## src/rtl/mem_access_stage_pkg.sv

```systemverilog
// Shared definitions for the MEM stage: RISC-V field widths,
// load/store opcode and funct3 codes, and the bus FSM encodings.
package mem_access_stage_pkg;

    localparam int RISCV_XLEN     = 32;
    localparam int RISCV_REG_W    = 5;
    localparam int RISCV_OPCODE_W = 7;
    localparam int RISCV_FUNCT3_W = 3;

    localparam logic [6:0] OPCODE_LOAD  = 7'b0000011;
    localparam logic [6:0] OPCODE_STORE = 7'b0100011;

    localparam logic [2:0] FUNCT3_LB  = 3'b000;
    localparam logic [2:0] FUNCT3_LH  = 3'b001;
    localparam logic [2:0] FUNCT3_LW  = 3'b010;
    localparam logic [2:0] FUNCT3_LBU = 3'b100;
    localparam logic [2:0] FUNCT3_LHU = 3'b101;
    localparam logic [2:0] FUNCT3_SB  = 3'b000;
    localparam logic [2:0] FUNCT3_SH  = 3'b001;
    localparam logic [2:0] FUNCT3_SW  = 3'b010;

    localparam logic [31:0] DEFAULT_32_ZERO = 32'h0;

    typedef enum logic {
        MEM_IDLE = 1'b0,
        MEM_WAIT = 1'b1
    } mem_state_e;

endpackage

```

## src/rtl/mem_align.sv

```systemverilog
// Byte-lane logic for the MEM stage: store strobe and data
// replication, load lane extraction with sign/zero extension.
module mem_align
    import mem_access_stage_pkg::*;
(
    input  logic [RISCV_FUNCT3_W-1:0] st_funct3,
    input  logic [1:0]                st_addr_lo,
    input  logic [RISCV_XLEN-1:0]     st_data,
    input  logic [RISCV_FUNCT3_W-1:0] ld_funct3,
    input  logic [1:0]                ld_addr_lo,
    input  logic [RISCV_XLEN-1:0]     ld_rdata,
    output logic [3:0]                wstrb,
    output logic [RISCV_XLEN-1:0]     wdata,
    output logic [RISCV_XLEN-1:0]     ld_data
);

    logic [RISCV_XLEN-1:0] lane;

    // Store side: strobe shifted to the addressed lane, data replicated
    always_comb begin
        wstrb = 4'b1111;
        wdata = st_data;
        case (st_funct3)
            FUNCT3_SB: begin
                wstrb = 4'b0001 << st_addr_lo;
                wdata = {4{st_data[7:0]}};
            end
            FUNCT3_SH: begin
                wstrb = 4'b0011 << st_addr_lo;
                wdata = {2{st_data[15:0]}};
            end
            default: ;
        endcase
    end

    // Load side: shift addressed lane down, then extend
    always_comb begin
        lane    = ld_rdata >> {ld_addr_lo, 3'b000};
        ld_data = lane;
        case (ld_funct3)
            FUNCT3_LB:  ld_data = {{24{lane[7]}}, lane[7:0]};
            FUNCT3_LH:  ld_data = {{16{lane[15]}}, lane[15:0]};
            FUNCT3_LBU: ld_data = {24'h0, lane[7:0]};
            FUNCT3_LHU: ld_data = {16'h0, lane[15:0]};
            default: ;
        endcase
    end

endmodule

```

## src/rtl/mem_access_stage.sv

```systemverilog
// MEM stage: single-beat data-memory access with stall, timeout
// abort and misalignment trap; non-memory ops pass straight through.
module mem_access_stage
    import mem_access_stage_pkg::*;
#(
    parameter int TIMEOUT_CYCLES = 16,
    parameter int CNT_W          = 5
) (
    input  logic                      clk,
    input  logic                      rest,
    input  logic                      in_valid_i,
    input  logic                      wb_en_i,
    input  logic [RISCV_OPCODE_W-1:0] opcode_i,
    input  logic [RISCV_FUNCT3_W-1:0] funct3_i,
    input  logic [RISCV_REG_W-1:0]    rd_i,
    input  logic [RISCV_XLEN-1:0]     mem_addr_i,
    input  logic [RISCV_XLEN-1:0]     store_data_i,
    output logic                      stall_o,
    output logic                      out_valid_o,
    output logic                      wb_en_o,
    output logic [RISCV_REG_W-1:0]    rd_o,
    output logic [RISCV_XLEN-1:0]     wb_data_o,
    output logic                      misalign_o,
    output logic                      bus_err_o,
    output logic [RISCV_XLEN-1:0]     fault_addr_o,
    output logic                      dmem_req_o,
    output logic                      dmem_we_o,
    output logic [RISCV_XLEN-1:0]     dmem_addr_o,
    output logic [3:0]                dmem_wstrb_o,
    output logic [RISCV_XLEN-1:0]     dmem_wdata_o,
    input  logic [RISCV_XLEN-1:0]     dmem_rdata_i,
    input  logic                      dmem_ack_i
);

    localparam logic [CNT_W-1:0] CNT_LAST = CNT_W'(TIMEOUT_CYCLES - 1);

    mem_state_e state, state_nxt;
    logic [CNT_W-1:0]          cnt;
    logic [RISCV_XLEN-1:0]     addr_q;
    logic [RISCV_FUNCT3_W-1:0] funct3_q;
    logic [RISCV_REG_W-1:0]    rd_q;
    logic                      wb_en_q;
    logic                      is_load, is_store, misal, accept, timeout;
    logic [3:0]                wstrb_c;
    logic [RISCV_XLEN-1:0]     wdata_c, ld_data_c;

    // Decode the incoming op and its alignment
    always_comb begin
        is_load  = 1'b0;
        is_store = 1'b0;
        misal    = 1'b0;
        if (opcode_i == OPCODE_LOAD)
            is_load = funct3_i inside {FUNCT3_LB, FUNCT3_LH,
                FUNCT3_LW, FUNCT3_LBU, FUNCT3_LHU};
        if (opcode_i == OPCODE_STORE)
            is_store = funct3_i inside {FUNCT3_SB, FUNCT3_SH,
                FUNCT3_SW};
        if (funct3_i[1:0] == 2'b01)
            misal = mem_addr_i[0];
        else if (funct3_i[1:0] == 2'b10)
            misal = |mem_addr_i[1:0];
    end

    assign accept  = in_valid_i && (is_load || is_store) && !misal;
    assign timeout = (state == MEM_WAIT) && !dmem_ack_i
                     && (cnt == CNT_LAST);
    assign dmem_addr_o = {addr_q[31:2], 2'b00};

    mem_align u_align (
        .st_funct3  (funct3_i),
        .st_addr_lo (mem_addr_i[1:0]),
        .st_data    (store_data_i),
        .ld_funct3  (funct3_q),
        .ld_addr_lo (addr_q[1:0]),
        .ld_rdata   (dmem_rdata_i),
        .wstrb      (wstrb_c),
        .wdata      (wdata_c),
        .ld_data    (ld_data_c)
    );

    // FSM state register
    always_ff @(posedge clk or posedge rest) begin
        if (rest) state <= MEM_IDLE;
        else      state <= state_nxt;
    end

    // FSM next state: ack or timeout ends the transaction
    always_comb begin
        state_nxt = state;
        case (state)
            MEM_IDLE: if (accept) state_nxt = MEM_WAIT;
            MEM_WAIT: if (dmem_ack_i || timeout) state_nxt = MEM_IDLE;
            default:  state_nxt = MEM_IDLE;
        endcase
    end

    // FSM outputs: request follows state so reset drops it at once
    always_comb begin
        stall_o    = 1'b0;
        dmem_req_o = 1'b0;
        case (state)
            MEM_IDLE: stall_o = accept;
            MEM_WAIT: begin
                dmem_req_o = 1'b1;
                stall_o    = !dmem_ack_i && !timeout;
            end
            default: ;
        endcase
    end

    // Timeout counter: cleared on entry, counts unacked WAIT cycles
    always_ff @(posedge clk or posedge rest) begin
        if (rest)
            cnt <= '0;
        else if (state == MEM_IDLE)
            cnt <= '0;
        else if (!dmem_ack_i)
            cnt <= cnt + 1'b1;
    end

    // Request capture and result/fault registers toward MEM/WB
    always_ff @(posedge clk or posedge rest) begin
        if (rest) begin
            addr_q       <= DEFAULT_32_ZERO;
            funct3_q     <= '0;
            rd_q         <= '0;
            wb_en_q      <= 1'b0;
            dmem_we_o    <= 1'b0;
            dmem_wstrb_o <= '0;
            dmem_wdata_o <= DEFAULT_32_ZERO;
            out_valid_o  <= 1'b0;
            wb_en_o      <= 1'b0;
            rd_o         <= '0;
            wb_data_o    <= DEFAULT_32_ZERO;
            misalign_o   <= 1'b0;
            bus_err_o    <= 1'b0;
            fault_addr_o <= DEFAULT_32_ZERO;
        end else begin
            out_valid_o <= 1'b0;
            wb_en_o     <= 1'b0;
            misalign_o  <= 1'b0;
            bus_err_o   <= 1'b0;
            if (state == MEM_IDLE) begin
                if (accept) begin
                    addr_q       <= mem_addr_i;
                    funct3_q     <= funct3_i;
                    rd_q         <= rd_i;
                    wb_en_q      <= wb_en_i;
                    dmem_we_o    <= is_store;
                    dmem_wstrb_o <= wstrb_c;
                    dmem_wdata_o <= wdata_c;
                end else if (in_valid_i && (is_load || is_store)) begin
                    out_valid_o  <= 1'b1;
                    misalign_o   <= 1'b1;
                    fault_addr_o <= mem_addr_i;
                end else if (in_valid_i) begin
                    out_valid_o <= 1'b1;
                    wb_en_o     <= wb_en_i;
                    rd_o        <= rd_i;
                    wb_data_o   <= mem_addr_i;
                end
            end else if (dmem_ack_i) begin
                out_valid_o <= 1'b1;
                wb_en_o     <= wb_en_q && !dmem_we_o;
                rd_o        <= rd_q;
                if (!dmem_we_o) wb_data_o <= ld_data_c;
            end else if (timeout) begin
                out_valid_o  <= 1'b1;
                bus_err_o    <= 1'b1;
                fault_addr_o <= addr_q;
            end
        end
    end

endmodule

```

## config.mk

```make
export PLATFORM = sky130hd
export DESIGN_NAME = mem_access_stage
export DESIGN_NICKNAME = d
export VERILOG_FILES = /design/src/rtl/mem_access_stage_pkg.sv /design/src/rtl/mem_align.sv /design/src/rtl/mem_access_stage.sv
export SDC_FILE = /design/constraint.sdc
export NUM_CORES = 1
export LEC_CHECK = 0
export ABC_AREA = 1
export ABC_CLOCK_PERIOD_IN_PS = 16600
export CORE_MARGIN = 2
export CORE_UTILIZATION = 45
export DETAILED_ROUTE_END_ITERATION = 8
export PLACE_DENSITY = 0.78
export SYNTH_ARGS = -nofsm -noshare
export SYNTH_HDL_FRONTEND = slang
export SYNTH_SLANG_ARGS = --single-unit
```

## constraint.sdc

```tcl
create_clock -name clk -period 16.6 [get_ports clk]
set_input_delay 4.15 -clock clk [delete_from_list [all_inputs] [get_ports clk]]
set_output_delay 4.15 -clock clk [all_outputs]
set_load 0.005 [all_outputs]
```

==> results of run 1 <==
registers in the layout, indices dropped and copies added (netlist names):
register	flops
bus_err_o	1
dmem_wdata_o	32
funct3_q	3
state	1
dmem_we_o	1
cnt	5
wb_data_o	32
misalign_o	1
addr_q	32
rd_o	5
wb_en_q	1
out_valid_o	1
rd_q	5
dmem_wstrb_o	4
wb_en_o	1
fault_addr_o	32
power breakdown:
group	internal [mW]	total, mW	switching [mW]
clock	0.239	0.400	0.162
sequential	0.417	0.438	0.0211
combinational	0.106	0.197	0.0910
total	0.762	1.04	0.274
worst max-delay path, cell delays in order:
cell                              delay [ns]
sky130_fd_sc_hd__clkdlybuf4s50_1        0.52
sky130_fd_sc_hd__a21oi_1                0.18
sky130_fd_sc_hd__nand3_1                0.17
sky130_fd_sc_hd__nand2_2                0.16
sky130_fd_sc_hd__nand3_2                0.12
sky130_fd_sc_hd__o21ai_0                0.17
sky130_fd_sc_hd__clkdlybuf4s50_1        0.57
worst paths after layout:
check	endpoint	slack [ns]	cells past startpoint
max in group asynchronous	wb_data_o[7]	10.86	3
min in group asynchronous	out_valid_o	4.23	2
max	stall_o	6.39	7
max reg2reg	fault_addr_o[10]	13.58	6
min	rd_q[1]	0.48	2
min reg2reg	rd_q[1]	0.48	2
per-layer routing:
layer	up-vias	track usage, %
li1	3942	-
met1	3739	34.9
met2	397	44.0
met3	47	7.81
met4	2	9.46
met5	-	0
area by class of cell:
cell class	instances	area, um2	share of cell area [%]
sequential	157	3930	34.9
multi-input combinational	785	3370	29.9
timing repair buffer	264	2630	23.3
inverter	116	440	3.91
clock buffer	20	437	3.88
tap	229	287	2.55
clock inverter	12	163	1.45
antenna	1	2.50	0.0222
stage by stage:
step	cells	util [%]	power [mW]	cell area (um2)
global placement	1551	59.3	0.638	10700
detailed placement	1551	59.3	0.642	10700
floorplan	1150	-	0.531	8250
global route	1584	62.6	1.09	11300
CTS	1583	62.6	1.04	11200
finish	1584	62.6	1.04	11300
kinds of logic after synthesis:
family	synth area share [%]
other	0.0455
DFF	47.6
adders and majority gates	0.303
buffers and inverters	11.6
xor gates and xnor gates	0.106
and+or+nand+nor	30.7
AOI/OAI and AO/OA	9.54
placed cells by master, fill, tap and decap left out, drive strengths merged:
cell type	synthesis	layout
conb	1	2
clkinvlp	0	4
ha	2	2
o22ai	2	2
nand3	116	116
o21ai	129	129
or2	1	1
a21oi	16	16
xnor2	1	1
nand4	1	1
o211ai	6	6
clkbuf	18	20
clkdlybuf4s50	0	257
inv	116	119
nand2	488	488
bufinv	0	3
dfrtp	157	157
diode	0	1
buf	74	7
clkinv	0	2
nor2	21	21
==> flow_metrics.tcl, run 1 <==
set metrics [dict create \
    clk_latency_ns 0.42 \
    power_density_mw_per_mm2 92.0 \
    track_usage_pct 27.1 \
    startpoint_type "input port" \
    routed_wirelength_um 26300 \
    place_worst_setup_slack_ns 6.39 \
    route.top_layer_used "met5" \
    gr-total-overflow 0 \
    vias 8127 \
    syn-cell-area_mm2 0.00825 \
    yosys.cell_count.top_type "sky130_fd_sc_hd__nand2_1" \
    rsz0062_at_grt "no" \
    antenna_found_initial 2 \
    synth.avg_cell_area_um2 7.18 \
    synth_largest_type_area_fraction_pct 47.6 \
    timing_worst_slew_pin_value_ns 1.04 \
    place_hpwl_um 18800 \
    finalWorstPathRequiredPeriod_ns 10.21 \
    edff_count_synth 0 \
    grt_pass1_wl_um 41400 \
    worst_slack_ns 6.39 \
    chipHeight_um 139 \
    critPathArrivalTime_ns 6.06 \
    synth_cells 1149 \
    detail_route.vias_per_cell 5.13 \
    hold_path_class "register to register" \
    final_report_setup_violation_count 0 \
    start_util_pct 45.9 \
    wl_per_instance_um 16.6 \
    ys_warn_count 0 \
    synth_area_leaders "sky130_fd_sc_hd__dfrtp_1, sky130_fd_sc_hd__nand2_1, sky130_fd_sc_hd__o21ai_0, sky130_fd_sc_hd__nand3_1, sky130_fd_sc_hd__inv_1" \
    post_layout_nets 1459 \
    skew_ns 0.0115 \
    timing.max_cap.violations 0 \
    worst_slew_margin_rel_pct 30.2 \
    cts_sinks 157 \
    io_buffer_count 257 \
    ys_seq_elements 157 \
    synth.top_cells.by_count "sky130_fd_sc_hd__nand2_1, sky130_fd_sc_hd__dfrtp_1, sky130_fd_sc_hd__o21ai_0, sky130_fd_sc_hd__nand3_1, sky130_fd_sc_hd__inv_1" \
    wl_met3_um 2640 \
    post-cts-setup-buffer-count 0 \
    remaining_drc_errors 0 \
    first_pass_iters 6 \
    required_ns 12.45 \
    postCtsHoldBufs 0 \
    cts_repair_resize_count 0 \
    floorplan.die_area_mm2 0.0194 \
    hold_start "rd_q[1]" \
    cts-buffers-inserted 17 \
    asyncSetResetFlopFracSynth_pct 100 \
    setup-tns-final_ns 0 \
    synthDistinctLibCells 24 \
    wl_met2_um 12400 \
    floorplan.die.width_um 139 \
    fraction_of_the_yosys_area_taken_by_sequential_cells_pct 47.6 \
    detail_route.iter0.violations 655 \
    area_delta_synth_final_pct 36.4 \
    regToRegStartpoint "state" \
    maximum_number_of_pins_on_one_net_before_global_route_repair 82 \
    setup.worst_path.end_class "primary output" \
    fmax_mhz 98.0 \
    worst-setup-path-type "input port to primary output" \
    critical_path.startpoint "funct3_i[0]" \
    run_status "completed" \
    timing.final.crit_share_pct 61.5 \
    clock_tree_from_tritoncts "built" \
    root_buffer_cell "sky130_fd_sc_hd__clkbuf_16" \
    yosys.area.top_type "sky130_fd_sc_hd__dfrtp_1" \
    design.portCount 260 \
    htreeDepth 4 \
    final_hold_viol_count 0 \
    fraction_of_final_layout_cells_sized_beyond_drive_strength_1_pct 4.06 \
    core_area_mm2 0.0180 \
    clk_buf_depth 2 \
    filler_cell_count 1572 \
    postSynth.topFlopCell "sky130_fd_sc_hd__dfrtp_1" \
    critPathMaxFanout 6 \
    met1_length_um 10400 \
    first_global_vias 7514 \
    maxSlewViolCount 0 \
    clk_transition_reported_paths_ns 0.06 \
    ir_drop_mv 0.0700 \
    rows 49 \
    whs_ns 0.484 \
    drtAntennaViolNets 0 \
    place.gp.congestion 0.923 \
    p_leak_nw 5.54 \
]
(Power assumes the default switching activity.)
==> inputs of run 2 (changes only) <==
ABC_CLOCK_PERIOD_IN_PS = 8200   (was 16600)
CORE_UTILIZATION = 43   (was 45)
clock period = 8.2 ns   (was 16.6 ns; I/O delays follow)
==> run 2 against run 1 <==
Compared with the run above: clock power is 99% higher; first-iteration DRC count is 2.7% lower; non-clock buffer count is 1 lower; register-to-register slack worse by 8.3 ns; sequential cell count stayed put; combinational power is 100% higher; via count stayed put; count of clock-buffer cells in the layout is 1 lower; sequential share of layout area is 0.062 points higher; clock skew is 0.0074 ns higher; wire length is 2.6% higher; worst setup slack worse by 4.2 ns; critical path type unchanged; largest cell class unchanged; largest power group unchanged; highest routed layer unchanged.
==> flow_metrics.tcl, run 2 (synthesis gave the netlist of run 1 again) <==
set metrics [dict create \
    run_status "completed" \
    chipHeight_um 143 \
    timing_worst_slew_pin_value_ns 1.14 \
    first_pass_iters 7 \
    ir_drop_mv 0.149 \
    worst_slew_margin_rel_pct 24.0 \
    required_ns 6.15 \
    gr-total-overflow 0 \
    routed_wirelength_um 27000 \
    wl_per_instance_um 17.0 \
    hold_path_end "dmem_wdata_o[18]" \
    netSwitchingFraction_pct 27.3 \
    utilization_pct 59.8 \
    floorplan.die.width_um 143 \
    clk_transition_reported_paths_ns 0.06 \
    maxSlewViolCount 0 \
    detail_route.iter0.violations 637 \
    remaining_drc_errors 0 \
    regToRegStartpoint "addr_q[0]" \
    power_frac_seq_pct 42.8 \
    critPathMaxFanout 4 \
    clock_tree_from_tritoncts "built" \
    finalNonFillerCells 1587 \
    hold-path-cell-count 2 \
    post-cts-setup-buffer-count 0 \
    final_cell_area_mm2 0.0112 \
    vias 8127 \
    first_global_vias 7668 \
    maximum_number_of_pins_on_one_net_before_global_route_repair 101 \
    place.gp.congestion 0.902 \
    whs_ns 0.486 \
    placed_area_mm2 0.0106 \
    cts-buffers-inserted 17 \
    skew_ns 0.0190 \
    clock_network_fraction_of_design_power_pct 38.2 \
    setup.worst_path.end_class "primary output" \
    antenna_found_initial 2 \
    place_worst_setup_slack_ns 2.26 \
    final_report_setup_violation_count 0 \
    regToRegSetupSlack_ns 5.24 \
    rows 50 \
    clk_latency_ns 0.43 \
    critPathArrivalTime_ns 3.92 \
    regToRegEndpoint "wb_data_o[23]" \
    clk_buf_depth 2 \
    floorplan.die_area_mm2 0.0203 \
    root_buffer_cell "sky130_fd_sc_hd__clkbuf_16" \
    cts_sinks 157 \
    worst_slack_ns 2.23 \
    filler_cell_count 1713 \
    grt_pass1_wl_um 41700 \
    htreeDepth 4 \
    timing.max_cap.violations 0 \
    power.internal_mw 1.52 \
    most-common-layout-cells "sky130_fd_sc_hd__nand2_1, sky130_fd_sc_hd__clkdlybuf4s50_1, sky130_fd_sc_hd__dfrtp_1, sky130_fd_sc_hd__o21ai_0, sky130_fd_sc_hd__nand3_1" \
    hold_path_class "register to register" \
    p_leak_nw 5.53 \
    setup-tns-final_ns 0 \
    fraction_of_final_layout_cells_sized_beyond_drive_strength_1_pct 4.07 \
    drtAntennaViolNets 0 \
    fmax_mhz 168 \
    power_mw 2.08 \
    rsz0062_at_grt "no" \
    layout.cells.most_common "sky130_fd_sc_hd__nand2_1" \
    power.combinational.fraction_pct 19.0 \
    finalWorstPathRequiredPeriod_ns 5.97 \
    hold_start "dmem_wdata_o[18]" \
    post_layout_nets 1458 \
    net_switching_component_of_the_power_uw 568 \
    cts_repair_resize_count 0 \
    place_inst 1555 \
    track_usage_pct 26.9 \
    area_delta_synth_final_pct 36.1 \
    design.portCount 260 \
    detail_route.vias_per_cell 5.12 \
    io_buffer_count 257 \
    core_area_mm2 0.0188 \
    startpoint_type "input port" \
    power_density_mw_per_mm2 186 \
    timing.final.crit_share_pct 72.8 \
    r2r.worst_path.cells 9 \
    postCtsHoldBufs 0 \
    place_hpwl_um 19400 \
    worst-setup-path-type "input port to primary output" \
    start_util_pct 44.0 \
    final_hold_viol_count 0 \
]
[run 2: critical path, cell delays in order]
cell                              delay (ns)
sky130_fd_sc_hd__clkdlybuf4s50_1        0.50
sky130_fd_sc_hd__inv_1                  0.17
sky130_fd_sc_hd__nand2_1                0.09
sky130_fd_sc_hd__nand2_1                0.09
sky130_fd_sc_hd__o21ai_2                0.08
sky130_fd_sc_hd__inv_2                  0.09
sky130_fd_sc_hd__nand3_2                0.12
sky130_fd_sc_hd__o21ai_0                0.15
sky130_fd_sc_hd__clkdlybuf4s50_1        0.57
[run 2: cell type report]
cell class	count	area, um2	share of cell area (%)
repair buffers	263	2620	23.3
clock inverters	12	138	1.23
multi-input cells	785	3370	30.0
inverters	116	440	3.92
clock buffers	19	443	3.94
flip-flops and latches	157	3930	35.0
well taps	234	293	2.61
diodes	1	2.50	0.0223
[run 2: how the worst max path moves through the flow]
stage	startpoint	slack (ns)	endpoint	cells after the start
6_report	mem_addr_i[0]	2.23	stall_o	9
5_1_grt	mem_addr_i[0]	2.13	stall_o	9
4_1_cts	funct3_i[2]	2.24	stall_o	7
3_5_place_dp	funct3_i[2]	2.26	stall_o	7
3_3_place_gp	funct3_i[0]	2.33	stall_o	7
2_1_floorplan	rest	1.92	addr_q[0]	1
[run 2: per-layer routing]
metal  vias to the layer above  GRT usage, %  routed length (um)
li1                       3945             -                   -
met1                      3752          34.0               10900
met2                       378          42.9               12400
met3                        50          7.97                2650
met4                         2          11.7                1090
met5                         -             0                   8
[run 2: power by group through the flow]
| stage | Combinational, mW | Clock, mW | Sequential (mW) |
|---|---|---|---|
| global placement | 0.390 | 0 | 0.902 |
| global route | 0.439 | 0.845 | 0.899 |
| floorplan | 0.181 | 0 | 0.895 |
| finish | 0.396 | 0.797 | 0.891 |
| CTS | 0.398 | 0.808 | 0.891 |
| detailed placement | 0.396 | 0 | 0.905 |
